[src/rtl/shift_pkg.sv]
// Shared definitions for the PISO serializer: FSM encoding, counter sizing
// and the default idle level of the serial line.
package shift_pkg;

  typedef enum logic {
    ST_IDLE  = 1'b0,
    ST_SHIFT = 1'b1
  } state_t;

  localparam logic IDLE_LEVEL_DEF = 1'b0;

  // Counter must hold WIDTH itself, not just WIDTH-1.
  function automatic int cnt_width(input int width);
    return $clog2(width + 1);
  endfunction

endpackage

[src/rtl/shift_bit_counter.sv]
// Remaining-bits counter for one serial frame: loads WIDTH, counts down on
// each consumed bit and flags the final bit of the frame.
module shift_bit_counter
  import shift_pkg::*;
#(
  parameter int WIDTH = 8,
  parameter int CW    = cnt_width(WIDTH)
) (
  input  logic          clk,
  input  logic          rst,
  input  logic          load,
  input  logic          dec,
  output logic [CW-1:0] cnt,
  output logic          last
);

  // NOTE: state registers use non-blocking assignments so every flop samples
  // pre-edge values regardless of block evaluation order.
  always_ff @(posedge clk or posedge rst) begin
    if (rst) begin
      cnt <= '0;
    end else if (load) begin
      cnt <= CW'(WIDTH);
    end else if (dec) begin
      cnt <= cnt - 1'b1;
    end
  end

  assign last = (cnt == CW'(1));

endmodule

[src/rtl/piso_serializer.sv]
// Parallel-in/serial-out serializer with valid/ready load, per-word bit
// order, serial-side stall and frame status (serial_valid/busy/done).
module piso_serializer
  import shift_pkg::*;
#(
  parameter int   WIDTH      = 8,
  parameter logic IDLE_LEVEL = IDLE_LEVEL_DEF
) (
  input  logic             clk,
  input  logic             rst,
  input  logic             in_valid,
  output logic             in_ready,
  input  logic [WIDTH-1:0] in_data,
  input  logic             in_msb_first,
  input  logic             shift_en,
  output logic             serial_out,
  output logic             serial_valid,
  output logic             busy,
  output logic             done
);

  localparam int CW = cnt_width(WIDTH);

  state_t           state;
  logic [WIDTH-1:0] shreg;
  logic             dir;
  logic [CW-1:0]    cnt;
  logic             last;
  logic             in_shift;
  logic             consume;
  logic             accept;

  assign in_shift = (state == ST_SHIFT);
  assign consume  = in_shift & shift_en;
  // Ready on the last consumed bit too, so frames can run back-to-back.
  assign in_ready = (state == ST_IDLE) | (consume & last);
  assign accept   = in_valid & in_ready;

  shift_bit_counter #(
    .WIDTH (WIDTH),
    .CW    (CW)
  ) u_cnt (
    .clk  (clk),
    .rst  (rst),
    .load (accept),
    .dec  (consume),
    .cnt  (cnt),
    .last (last)
  );

  // NOTE: the datapath registers are reset along with the FSM so the line
  // is quiet and deterministic straight out of reset; a mid-frame reset
  // discards the partial word.
  always_ff @(posedge clk or posedge rst) begin
    if (rst) begin
      state <= ST_IDLE;
      shreg <= '0;
      dir   <= 1'b0;
      done  <= 1'b0;
    end else begin
      done <= consume & last;
      if (accept) begin
        shreg <= in_data;
        dir   <= in_msb_first;
        state <= ST_SHIFT;
      end else if (consume) begin
        shreg <= dir ? {shreg[WIDTH-2:0], 1'b0} : {1'b0, shreg[WIDTH-1:1]};
        if (last) begin
          state <= ST_IDLE;
        end
      end
    end
  end

  assign serial_out   = in_shift ? (dir ? shreg[WIDTH-1] : shreg[0]) : IDLE_LEVEL;
  assign serial_valid = in_shift;
  assign busy         = in_shift;

  // A frame in progress always has at least one bit left to send.
  a_cnt_nonzero : assert property (@(posedge clk) disable iff (rst) in_shift |-> (cnt != '0));

endmodule
[config.mk]
export PLATFORM = sky130hd
export DESIGN_NAME = piso_serializer
export DESIGN_NICKNAME = d
export VERILOG_FILES = /design/src/rtl/shift_pkg.sv /design/src/rtl/shift_bit_counter.sv /design/src/rtl/piso_serializer.sv
export SDC_FILE = /design/constraint.sdc
export NUM_CORES = 1
export LEC_CHECK = 0
export CAP_MARGIN = 20
export CORE_MARGIN = 2
export CORE_UTILIZATION = 25
export CTS_BUF_LIST = sky130_fd_sc_hd__clkbuf_16
export DETAILED_ROUTE_END_ITERATION = 10
export GPL_TIMING_DRIVEN = 0
export PLACE_DENSITY = 0.53
export SYNTH_ARGS = -nofsm -noshare
export SYNTH_HDL_FRONTEND = slang
export SYNTH_SLANG_ARGS = --single-unit
[constraint.sdc]
create_clock -name clk -period 4.06 [get_ports clk]
set_clock_uncertainty 0.1 [all_clocks]
set_input_delay 0.812 -clock clk [delete_from_list [all_inputs] [get_ports clk]]
set_output_delay 0.812 -clock clk [all_outputs]
set_load 0.02 [all_outputs]
# Word level (Yosys, flattened, before mapping)
# Cells that the tools add are included.
[classes]
eq_ne = 1
n_bitwise = 5
n_reduce_logical = 3
addsub = 1
muxes = 10
[ops]
columns = ["operator", "n"]
rows = [
  ["8-bit 2-to-1 mux", 3],
  ["4-bit 2-to-1 mux", 2],
  ["1-bit 2-to-1 mux", 5],
  ["4-bit by 1-bit equality test with 1-bit output, second input constant", 1],
  ["2-bit nonzero test", 2],
  ["4-bit by 1-bit subtractor with 4-bit output, second input constant", 1],
  ["1-bit bitwise AND", 3],
  ["2-bit AND reduction", 1],
  ["1-bit NOT", 1],
  ["1-bit bitwise OR", 1],
]
[totals]
regBits = 15
elab_cells = 25
output_inout_bits = 5
inputBits = 13

# Depth between registers and ports, before layout
[logic_depth]
word_depth = 6
depth_mapped = 5
depth_no_buf = 5

# By module
# Synthesis repeated with hierarchy kept, for this count alone.
[hier_totals]
cells_unflattened = 79
area_unflattened_um2 = 885.8
[by_module_without_submodules]
columns = ["module", "cells_each", "instances", "area_per_inst_um2", "seq_area_each_um2"]
rows = [
  ["piso_serializer", 58, 1, 651.9, 275.3],
  ["shift_bit_counter", 21, 1, 234.0, 100.1],
]

# Worst setup path before layout
# Ideal clock, no wire load.
[synth_timing]
path_kind = "in2out"
start = "input shift_en"
end = "output in_ready"
arrival_ns = 1.350
cell_stages = 2
slack_ns = 1.798
path_buffers = 0
t_required_ns = 3.148
path_cell_list = "and4bb_2 -> nand2b_1"
[synth_between]
elab_chain_len = 3
[synth_rtl]
columns = ["item", "line", "rtl"]
rows = [
  ["start: declaration", "piso_serializer.sv:15", "input logic shift_en,"],
  ["1-bit bitwise AND", "piso_serializer.sv:34", "assign consume = in_shift & shift_en;"],
  ["1-bit bitwise AND", "piso_serializer.sv:36", "assign in_ready = (state == ST_IDLE) | (consume & last);"],
  ["1-bit bitwise OR", "piso_serializer.sv:36", ""],
  ["end: declaration", "piso_serializer.sv:12", "output logic in_ready,"],
]
# No other way between the ends.

# Worst setup path after layout
# Ends and elaborated chain as after synthesis.

==> impl_metrics.env <==
export IMPL_dpl_cell_area_mm2=0.00107
export IMPL_port_buffers=17
export IMPL_ys_top_cells_by_area="dfrtp_1 (44%), mux2_2 (12%), a21oi_1 (8.3%)"
export IMPL_path_max_fanout=5
export IMPL_grt_pass1_wl_um=3040
export IMPL_r2r_end="shreg[1]"
export IMPL_netlist_area_um2=846
export IMPL_cp_data_required_time_ns=3.15
export IMPL_place_congestion=0.745
export IMPL_yosysWarnings=0
export IMPL_avgSynthCellArea_um2=10.8
export IMPL_grt_usage=0.0986
export IMPL_tritoncts="done"
export IMPL_grt_setup_unrepaired="false"
export IMPL_clkSinkCount=15
export IMPL_clkTransAtPathRegs_ns=0.05
export IMPL_synth_seq_cells=15
export IMPL_fin_crit_ns=3.37
export IMPL_irDropWorstVdd_mv=0.153
export IMPL_first_pass_iters=4
export IMPL_power_density_mw_per_mm2=659
export IMPL_syn_inst=78
export IMPL_finish_instance_area_mm2=0.00115
export IMPL_post_cts_hold_buffer_count=0
export IMPL_status="completed"
export IMPL_synth_largest_area_cell="dfrtp_1"
export IMPL_core_area_mm2=0.00328
export IMPL_ff2ff_path_depth=4
export IMPL_r2r_start="u_cnt.cnt[0]"
export IMPL_ys_flop_type="dfrtp_1"
export IMPL_maxCapViolCount=0
export IMPL_synth_edf_count=0
export IMPL_wl_per_cell_um=11.6
export IMPL_place_hpwl_um=1220
export IMPL_finalHoldViolations=0
export IMPL_async_flop_share=1.00
export IMPL_drc=0
export IMPL_ff2ff_setup_slack_ns=2.24
export IMPL_worstSkewPairLatency_ns=0.24
export IMPL_root_buffer="clkbuf_16"
export IMPL_critPathKind="in -> out"
export IMPL_cts_setup_buffers=0
export IMPL_dieWidth_um=62.2
export IMPL_grt_pass1_vias=653
export IMPL_min_from="u_cnt.cnt[3]"
export IMPL_placementRows=21
export IMPL_antenna_found_initial=0
export IMPL_io_pin_count=18
export IMPL_dieHeight_um=62.2
export IMPL_hp_class="reg -> reg"
export IMPL_yosysSeqAreaShare=0.444
export IMPL_area_growth_syn_to_layout_pct=36.2
export IMPL_synth_common_cells="dfrtp_1 (15), a21oi_1 (14), mux2_2 (9)"
export IMPL_ant_nets=0
export IMPL_end_kind="output pin"
export IMPL_synth_nets=93
export IMPL_whs_path_depth=1
export IMPL_slew_violations=0
export IMPL_vias=636
export IMPL_drive_gt1_frac=0.202
export IMPL_holdPathEnd="done"
export IMPL_slew_headroom=0.614
export IMPL_setup_tns_ns=0
export IMPL_diodes=0
export IMPL_grt_max_degree=16
export IMPL_worstMarginPinSlew_ns=0.579
export IMPL_netlist_area_leader_share=0.444
export IMPL_clock_path_buffers=2
export IMPL_setup_viol=0
export IMPL_numCtsBuffers=3
export IMPL_ctsResizeCount=0
export IMPL_holdWs_ns=0.388
export IMPL_h_tree_depth=1
export IMPL_p_leak_nw=0.485
export IMPL_wl_um=1680
export IMPL_dieArea_mm2=0.00386
export IMPL_cp_arrival_ns=2.46
export IMPL_critPathLaunchType="input pin"
export IMPL_clock_fmax_ghz=0.297
export IMPL_nNetsFinal=115
export IMPL_initial_core_util=0.258
export IMPL_overflow=0
export IMPL_drtIter0Drc=42
export IMPL_viasPerCell=4.39
export IMPL_period_share=0.829
export IMPL_ys_types=25
export IMPL_yosysMostFrequentCell="dfrtp_1"
-- metal layers --
layer	share of wire	wire length, um	up-vias	track usage
met5	0	0	-	0
met4	0.018	30	0	0.0583
met3	0.039	66	4	0.0217
met2	0.49	823	12	0.155
met1	0.45	759	303	0.124
li1	-	-	317	-
-- worst max-delay path: stages --
cell	delay (ns)
clkdlybuf4s50_1	0.49
and4bb_2	0.27
nand2b_1	0.23
clkdlybuf4s50_1	0.65
-- report_power, final --
part / switching, mW / internal, mW
combinational: 0.130 / 0.170
sequential: 0.0537 / 0.216
clock: 0.0596 / 0.130
total: 0.243 / 0.517
-- how the worst max path moves through the flow --
stage / start / end / slack, ns / cells after the start
floorplan: shift_en / in_ready / 1.80 / 2
global placement: shift_en / in_ready / 0.68 / 4
detailed placement: shift_en / in_ready / 0.69 / 4
CTS: shift_en / in_ready / 0.68 / 4
global route: shift_en / in_ready / 0.63 / 4
finish: shift_en / in_ready / 0.69 / 4
-- layout by cell type, fill, tap and decap left out --
| cell | count |
|---|---|
| xor2_1 | 1 |
| o31ai_1 | 1 |
| clkbuf_16 | 3 |
| o21ai_4 | 1 |
| nand4b_1 | 1 |
| inv_1 | 7 |
| nor2_1 | 2 |
| buf_2 | 3 |
| clkdlybuf4s50_1 | 17 |
| a21oi_1 | 14 |
| buf_6 | 1 |
| nand4_1 | 1 |
| dfrtp_1 | 15 |
| a221oi_1 | 1 |
| ha_1 | 2 |
| o21ai_0 | 2 |
| mux2i_1 | 7 |
| nor3b_1 | 1 |
| buf_4 | 1 |
| xnor2_1 | 1 |
| and4bb_2 | 1 |
| nand3b_1 | 1 |
| or4_1 | 1 |
| nand2b_1 | 2 |
| mux2_2 | 9 |
| and2_2 | 1 |
| nand3_1 | 2 |
-- state kept, by name, summed over array words and instances (netlist names) --
signal and cells:
shreg 8, u_cnt.cnt 4, busy 1, dir 1, done 1
-- area by class of cell --
cell class | count | area [um^2]
sequential | 15 | 375
multi-input combinational | 52 | 414
tap | 46 | 57.6
inverter | 6 | 22.5
clock buffer | 3 | 75.1
fill | 328 | 2130
clock inverter | 1 | 3.75
buffer | 5 | 33.8
timing repair buffer | 17 | 170
-- per-stage QoR --
stage                util  cells  worst slack (ns)  total power [mW]
finish              0.351    145             0.693             0.760
CTS                 0.351    145             0.681             0.773
global route        0.351    145             0.630             0.825
floorplan               -     78              1.80             0.492
global placement    0.327    141             0.683             0.568
detailed placement  0.327    141             0.691             0.578
-- cell families after synthesis --
group / after synthesis / synth area share
AO/OA/AOI/OAI: 19 / 0.133
multiplexers: 16 / 0.203
flip-flops: 15 / 0.444
buffers and inverters: 11 / 0.0666
adder cells (fa/ha/maj): 2 / 0.0296
AND/OR/NAND/NOR: 13 / 0.104
XOR/XNOR: 2 / 0.0207
(Power assumes the default switching activity.)
